### src/rtl/mips_ctrl_pkg.sv
// Shared definitions for the multicycle MIPS control unit: state encoding,
// instruction classes, opcode/funct constants, ALU op and PC source codes.
package mips_ctrl_pkg;

  typedef enum logic [3:0] {
    FETCH, DECODE, EXEC_R, EXEC_I, MEM_ADDR, MEM_RD, MEM_WR,
    WB_ALU, WB_MEM, BRANCH, JUMP, ILLEGAL
  } state_t;

  typedef enum logic [3:0] {
    CLS_ADDU, CLS_SUBU, CLS_ORI, CLS_LUI, CLS_LW, CLS_SW, CLS_BEQ, CLS_J, CLS_BAD
  } instr_class_t;

  localparam logic [5:0] OP_RTYPE = 6'h00;
  localparam logic [5:0] OP_J     = 6'h02;
  localparam logic [5:0] OP_BEQ   = 6'h04;
  localparam logic [5:0] OP_ORI   = 6'h0D;
  localparam logic [5:0] OP_LUI   = 6'h0F;
  localparam logic [5:0] OP_LW    = 6'h23;
  localparam logic [5:0] OP_SW    = 6'h2B;
  localparam logic [5:0] FN_ADDU  = 6'h21;
  localparam logic [5:0] FN_SUBU  = 6'h23;

  localparam logic [1:0] ALU_ADD = 2'b00;
  localparam logic [1:0] ALU_SUB = 2'b10;
  localparam logic [1:0] ALU_OR  = 2'b01;
  localparam logic [1:0] ALU_LUI = 2'b11;

  localparam logic [1:0] PC_SEQ    = 2'b00;
  localparam logic [1:0] PC_BRANCH = 2'b01;
  localparam logic [1:0] PC_JUMP   = 2'b10;

endpackage

### src/rtl/mips_multicycle_ctrl_decoder.sv
// Combinational opcode/funct classifier; anything unsupported maps to CLS_BAD.
module mips_main_decoder
  import mips_ctrl_pkg::*;
(
  input  logic [5:0]   opcode,
  input  logic [5:0]   funct,
  output instr_class_t instr_class
);

  always_comb begin
    instr_class = CLS_BAD;
    case (opcode)
      OP_RTYPE: begin
        if (funct == FN_ADDU)      instr_class = CLS_ADDU;
        else if (funct == FN_SUBU) instr_class = CLS_SUBU;
      end
      OP_ORI:  instr_class = CLS_ORI;
      OP_LUI:  instr_class = CLS_LUI;
      OP_LW:   instr_class = CLS_LW;
      OP_SW:   instr_class = CLS_SW;
      OP_BEQ:  instr_class = CLS_BEQ;
      OP_J:    instr_class = CLS_J;
      default: instr_class = CLS_BAD;
    endcase
  end

endmodule

### src/rtl/mips_multicycle_ctrl.sv
// Multicycle MIPS control FSM. Enables for a state are registered on entry,
// except the FETCH handshake and the beq PC load, which follow their inputs.
module mips_multicycle_ctrl
  import mips_ctrl_pkg::*;
#(
  parameter bit HALT_ON_ILLEGAL = 1'b1,
  parameter int CNT_W           = 32
) (
  input  logic             clk,
  input  logic             rst_n,
  input  logic             instr_valid,
  input  logic [5:0]       opcode,
  input  logic [5:0]       funct,
  input  logic             alu_zero,
  output logic [1:0]       select_aluPerformance,
  output logic             select_anotherAluSource,
  output logic             ctrl_dataMem_Write,
  output logic             ctrl_dataMem2reg,
  output logic             ir_write,
  output logic             pc_write,
  output logic             aluout_write,
  output logic             reg_write,
  output logic             reg_dst,
  output logic [1:0]       pc_src,
  output logic             illegal_instr,
  output logic [CNT_W-1:0] retired_cnt
);

  state_t       state;
  instr_class_t instr_class;
  logic [5:0]   opcode_reg, funct_reg;
  logic [5:0]   dec_opcode, dec_funct;
  logic [1:0]   alu_op_reg, pc_src_reg;
  logic         alu_src_reg, aluout_write_reg, reg_write_reg, reg_dst_reg;
  logic         mem_write_reg, mem2reg_reg, jump_reg, illegal_reg;
  logic [CNT_W-1:0] cnt_reg;
  logic         fetch_take;

  // The decoder sees the live IR while decoding and the latched copy afterwards.
  assign dec_opcode = (state == DECODE) ? opcode : opcode_reg;
  assign dec_funct  = (state == DECODE) ? funct  : funct_reg;

  mips_main_decoder u_decoder (
    .opcode      (dec_opcode),
    .funct       (dec_funct),
    .instr_class (instr_class)
  );

  always_ff @(posedge clk or negedge rst_n) begin
    if (!rst_n) begin
      state            <= FETCH;
      opcode_reg       <= '0;
      funct_reg        <= '0;
      alu_op_reg       <= ALU_ADD;
      alu_src_reg      <= 1'b0;
      aluout_write_reg <= 1'b0;
      reg_write_reg    <= 1'b0;
      reg_dst_reg      <= 1'b0;
      mem_write_reg    <= 1'b0;
      mem2reg_reg      <= 1'b0;
      jump_reg         <= 1'b0;
      pc_src_reg       <= PC_SEQ;
      illegal_reg      <= 1'b0;
      cnt_reg          <= '0;
    end else begin
      alu_op_reg       <= ALU_ADD;
      alu_src_reg      <= 1'b0;
      aluout_write_reg <= 1'b0;
      reg_write_reg    <= 1'b0;
      reg_dst_reg      <= 1'b0;
      mem_write_reg    <= 1'b0;
      mem2reg_reg      <= 1'b0;
      jump_reg         <= 1'b0;
      pc_src_reg       <= PC_SEQ;
      case (state)
        FETCH: if (instr_valid) state <= DECODE;
        DECODE: begin
          opcode_reg <= opcode;
          funct_reg  <= funct;
          case (instr_class)
            CLS_ADDU, CLS_SUBU: begin
              state            <= EXEC_R;
              alu_op_reg       <= (instr_class == CLS_SUBU) ? ALU_SUB : ALU_ADD;
              aluout_write_reg <= 1'b1;
            end
            CLS_ORI, CLS_LUI: begin
              state            <= EXEC_I;
              alu_op_reg       <= (instr_class == CLS_LUI) ? ALU_LUI : ALU_OR;
              alu_src_reg      <= 1'b1;
              aluout_write_reg <= 1'b1;
            end
            CLS_LW, CLS_SW: begin
              state            <= MEM_ADDR;
              alu_src_reg      <= 1'b1;
              aluout_write_reg <= 1'b1;
            end
            CLS_BEQ: begin
              state      <= BRANCH;
              alu_op_reg <= ALU_SUB;
              pc_src_reg <= PC_BRANCH;
            end
            CLS_J: begin
              state      <= JUMP;
              jump_reg   <= 1'b1;
              pc_src_reg <= PC_JUMP;
            end
            default: begin
              state       <= ILLEGAL;
              illegal_reg <= 1'b1;
            end
          endcase
        end
        EXEC_R: begin
          state         <= WB_ALU;
          reg_write_reg <= 1'b1;
          reg_dst_reg   <= 1'b1;
        end
        EXEC_I: begin
          state         <= WB_ALU;
          reg_write_reg <= 1'b1;
        end
        MEM_ADDR: begin
          if (instr_class == CLS_LW) begin
            state       <= MEM_RD;
            mem2reg_reg <= 1'b1;
          end else begin
            state         <= MEM_WR;
            mem_write_reg <= 1'b1;
          end
        end
        MEM_RD: begin
          state         <= WB_MEM;
          mem2reg_reg   <= 1'b1;
          reg_write_reg <= 1'b1;
        end
        WB_ALU, WB_MEM, MEM_WR, BRANCH, JUMP: begin
          state   <= FETCH;
          cnt_reg <= cnt_reg + CNT_W'(1);
        end
        ILLEGAL: if (HALT_ON_ILLEGAL == 1'b0) state <= FETCH;
        default: state <= FETCH;
      endcase
    end
  end

  // rst_n gates the handshake so no enable escapes while reset is held.
  assign fetch_take = (state == FETCH) && instr_valid && rst_n;

  assign select_aluPerformance   = alu_op_reg;
  assign select_anotherAluSource = alu_src_reg;
  assign ctrl_dataMem_Write      = mem_write_reg;
  assign ctrl_dataMem2reg        = mem2reg_reg;
  assign ir_write                = fetch_take;
  assign pc_write                = fetch_take | jump_reg | ((state == BRANCH) & alu_zero);
  assign aluout_write            = aluout_write_reg;
  assign reg_write               = reg_write_reg;
  assign reg_dst                 = reg_dst_reg;
  assign pc_src                  = pc_src_reg;
  assign illegal_instr           = illegal_reg;
  assign retired_cnt             = cnt_reg;

endmodule

### config.mk
export PLATFORM = sky130hd
export DESIGN_NAME = mips_multicycle_ctrl
export DESIGN_NICKNAME = d
export VERILOG_FILES = /design/src/rtl/mips_ctrl_pkg.sv /design/src/rtl/mips_multicycle_ctrl_decoder.sv /design/src/rtl/mips_multicycle_ctrl.sv
export SDC_FILE = /design/constraint.sdc
export NUM_CORES = 1
export LEC_CHECK = 0
export BUFFER_PORTS_ARGS = -buffer_cell sky130_fd_sc_hd__buf_2
export CAP_MARGIN = 20
export CORE_UTILIZATION = 55
export DETAILED_ROUTE_END_ITERATION = 10
export PLACE_DENSITY = 0.8
export SETUP_SLACK_MARGIN = 0.15
export SLEW_MARGIN = 20
export SYNTH_ARGS = -nofsm -noshare
export SYNTH_HDL_FRONTEND = slang
export SYNTH_SLANG_ARGS = --single-unit
export TNS_END_PERCENT = 30
### constraint.sdc
create_clock -name clk -period 4.96 [get_ports clk]
set_input_delay 0.248 -clock clk [delete_from_list [all_inputs] [get_ports clk]]
set_output_delay 0.248 -clock clk [all_outputs]
set_load 0.005 [all_outputs]
==> impl_metrics.py <==
metrics = {
    "global_routing": {
        "first_pass_grt_wire_length_um": 10740,
        "grt_start_max_net_pins": 61,
        "gr-usage-all-layers_pct": 23.54,
        "globalRoute.totalOverflow": 0,
        "antenna_found_initial": 0,
        "first_global_vias": 2287,
    },
    "synthesis": {
        "seq_area_frac_synth_pct": 48.86,
        "post_synth_num_cell_types": 60,
        "synth_enable_flop_cells": 0,
        "synth_top_area_cell": "sky130_fd_sc_hd__dfrtp_1",
        "netlist.area_leader.share_pct": 48.86,
        "synth.cell_area_um2": 3022,
        "synth.top_cells.by_area": "sky130_fd_sc_hd__dfrtp_1 (49%), sky130_fd_sc_hd__xnor2_1 (6.4%), sky130_fd_sc_hd__nand2_1 (6.3%)",
        "most_frequent_cell_after_synthesis": "sky130_fd_sc_hd__dfrtp_1",
        "ys_async_rst_share_pct": 100.0,
        "synth.yosys.warnings": 0,
        "primary_flip_flop_cell_chosen_by_synthesis_mapping": "sky130_fd_sc_hd__dfrtp_1",
        "synth.top_cells.by_count": "sky130_fd_sc_hd__dfrtp_1 (59), sky130_fd_sc_hd__nand2_1 (51), sky130_fd_sc_hd__xnor2_1 (22)",
        "ys_seq_elements": 59,
        "synth_cells": 298,
        "avgSynthCellArea_um2": 10.14,
        "syn-num-nets": 315,
    },
    "floorplan": {
        "start_util_pct": 58.05,
        "die-height_um": 76.12,
        "design.die.area_um2": 5794,
        "io_pins": 61,
        "row_count": 26,
        "die_width_um": 76.12,
        "design.core.area_um2": 5205,
    },
    "job": {
        "cap_violations": 0,
    },
    "power": {
        "power.ir.vdd_worst_uv": 279.2,
        "clock_power_share_pct": 31.5,
        "fin_total_pwr_mw": 1.697,
        "sequentialPowerShare_pct": 41.7,
        "power.static_leakage_nw": 1.746,
        "total_switching_power_mw": 0.5705,
        "comb_power_share_pct": 26.7,
        "power_density_nw_per_um2": 476.3,
        "net_switching_share_of_the_total_power_pct": 33.62,
        "p_int_mw": 1.126,
    },
    "setup_path": {
        "worst_ep_arrival_time_ns": 2.80,
        "r2r_cells": 5,
        "critPathKind": "reg2reg",
        "r2r_start": "state[2]",
        "worst_ep_required_time_ns": 5.20,
        "start_kind": "flop",
        "setup.reg_to_reg.worst_slack_ns": 2.40,
        "crit_fanout": 18,
        "worst_setup_path_end_kind": "flop",
        "r2r_end": "state[1]",
    },
    "place": {
        "place_hpwl_um": 4449,
        "portBuffers": 60,
        "routabilityCongestion": 0.9026,
        "placed_inst_area_um2": 3319,
    },
    "min_path": {
        "worst_hold_path_type": "in2async",
    },
    "routing": {
        "totalWireLength_um": 6335,
        "viasPerCell": 5.621,
        "drt_first_pass_iters": 4,
        "first_iter_violations": 171,
        "drt-wirelength-per-cell_um": 14.73,
        "via_count": 2417,
        "route.detailed.drc": 0,
        "antenna_left": 0,
    },
    "clock_network": {
        "numClockSinks": 59,
        "cts_buffers": 9,
        "cts_root_buf": "sky130_fd_sc_hd__clkbuf_8",
        "maximum_root_to_sink_buffer_count": 2,
        "path_clk_slew_ns": 0.07,
        "cts_setup_buffers": 0,
        "h_tree_depth": 3,
        "count_of_instances_resized_after_the_clock_tree_is_built": 0,
        "tritoncts": "yes",
        "cts-hold-fix-buffers": 0,
        "clock_insertion_delay_worst_skew_ns": 0.33,
    },
    "final_layout": {
        "final-seq-area_um2": 1476,
        "fraction_of_layout_cells_with_a_size_suffix_above_1_pct": 25.00,
        "largest_register_ff_count": 32,
        "layout.core_utilization_pct": 68.44,
        "antennaDiodeCount": 0,
        "filler_cell_count": 406,
        "multiInputGateArea_um2": 1414,
        "synthesis_to_layout_area_growth_pct": 17.89,
        "post-route-cell-area_um2": 3562,
        "final_nets": 372,
    },
    "sta": {
        "finalSetupTns_ns": 0,
        "final_max_slew_viol_count": 0,
        "timing.final.hold_violations": 0,
        "max-slew-margin-rel_pct": 40.94,
        "grt_setup_unrepaired": "no",
        "period_needed_ns": 2.561,
        "period_share_pct": 51.63,
        "final.setup_skew_ns": 0.01150,
        "setup_viol": 0,
        "fmax_mhz": 390.5,
        "max_slew.worst_pin.slew_ns": 0.8821,
    },
    "status": {
        "outcome": "complete, no violations",
    },
}
[routing by layer]
metal / part of all wire [%] / track usage, %
met1: 45 / 30.70
met2: 48 / 38.36
met3: 4.2 / 4.551
met4: 2.0 / 10.38
met5: 0 / 0
[cells by family (layout without fill, tap and decap cells)]
family                     Yosys count  count (layout)  synth area share, %
AOI/OAI and AO/OA                   30              30                8.034
xor gates and xnor gates            32              32                9.275
adders and majority gates            1               1               0.4140
buffers and inverters               24              86                4.347
DFF                                 59              59                48.86
muxes                                2               2               0.7039
and+or+nand+nor                    150             150                28.36
[worst max-delay path, cell delays in order (launching register included)]
cell                       delay (ns)
sky130_fd_sc_hd__dfrtp_1         0.53
sky130_fd_sc_hd__nor4b_4         0.84
sky130_fd_sc_hd__nand2b_1        0.29
sky130_fd_sc_hd__o32ai_2         0.48
sky130_fd_sc_hd__nor3_1          0.12
sky130_fd_sc_hd__o211ai_1        0.21
[metrics by stage]
step / setup slack (ns) / hold slack [ns] / std cells
final: 2.399 / 0.04940 / 430
after global routing: 2.170 / 0.1143 / 430
after CTS: 2.397 / 0.08779 / 430
after detailed placement: 2.404 / 0.4492 / 414
after global placement: 2.517 / 0.4393 / 414
after floorplan: 2.964 / -0.04759 / 298
[area by class of cell]
class / instances / share of cell area [%]
inverter: 9 / 0.9484
tap: 70 / 2.459
sequential: 59 / 41.45
timing repair buffer: 61 / 8.641
multi-input combinational: 215 / 39.69
clock inverter: 4 / 2.740
clock buffer: 12 / 4.074
[layout by cell type (no fill, tap or decap), drive strengths merged, types with 2 or more instances in the layout]
cell type,count
buf,61
dfrtp,59
nand2,52
xnor2,22
nor3,17
nand3,16
nor2,15
clkbuf,12
xor2,10
inv,9
nand4,8
nor4,8
o21ai,6
and3,5
nand4b,4
and2,3
o211ai,3
and4,3
bufinv,3
nor4b,3
nor3b,3
nand2b,2
and4b,2
o211a,2
nor2b,2
a21oi,2
a21o,2
or3,2
or4,2
[how the worst max path moves through the flow]
| stage | start | endpoint | slack, ns |
|---|---|---|---|
| 3_5_place_dp | state[1] | state[1] | 2.40 |
| 6_report | state[2] | state[1] | 2.40 |
| 2_1_floorplan | state[1] | select_aluPerformance[1] | 2.96 |
| 3_3_place_gp | state[1] | ctrl_dataMem2reg | 2.52 |
| 4_1_cts | state[1] | state[1] | 2.40 |
| 5_1_grt | state[1] | state[1] | 2.17 |
[power groups by stage]
stage / logic [mW] / clock network [mW] / registers (mW)
floorplan: 0.389 / 0 / 0.662
global placement: 0.434 / 0 / 0.706
detailed placement: 0.451 / 0 / 0.715
CTS: 0.454 / 0.542 / 0.706
global route: 0.504 / 0.562 / 0.730
finish: 0.454 / 0.535 / 0.708
(Power assumes the default switching activity.)
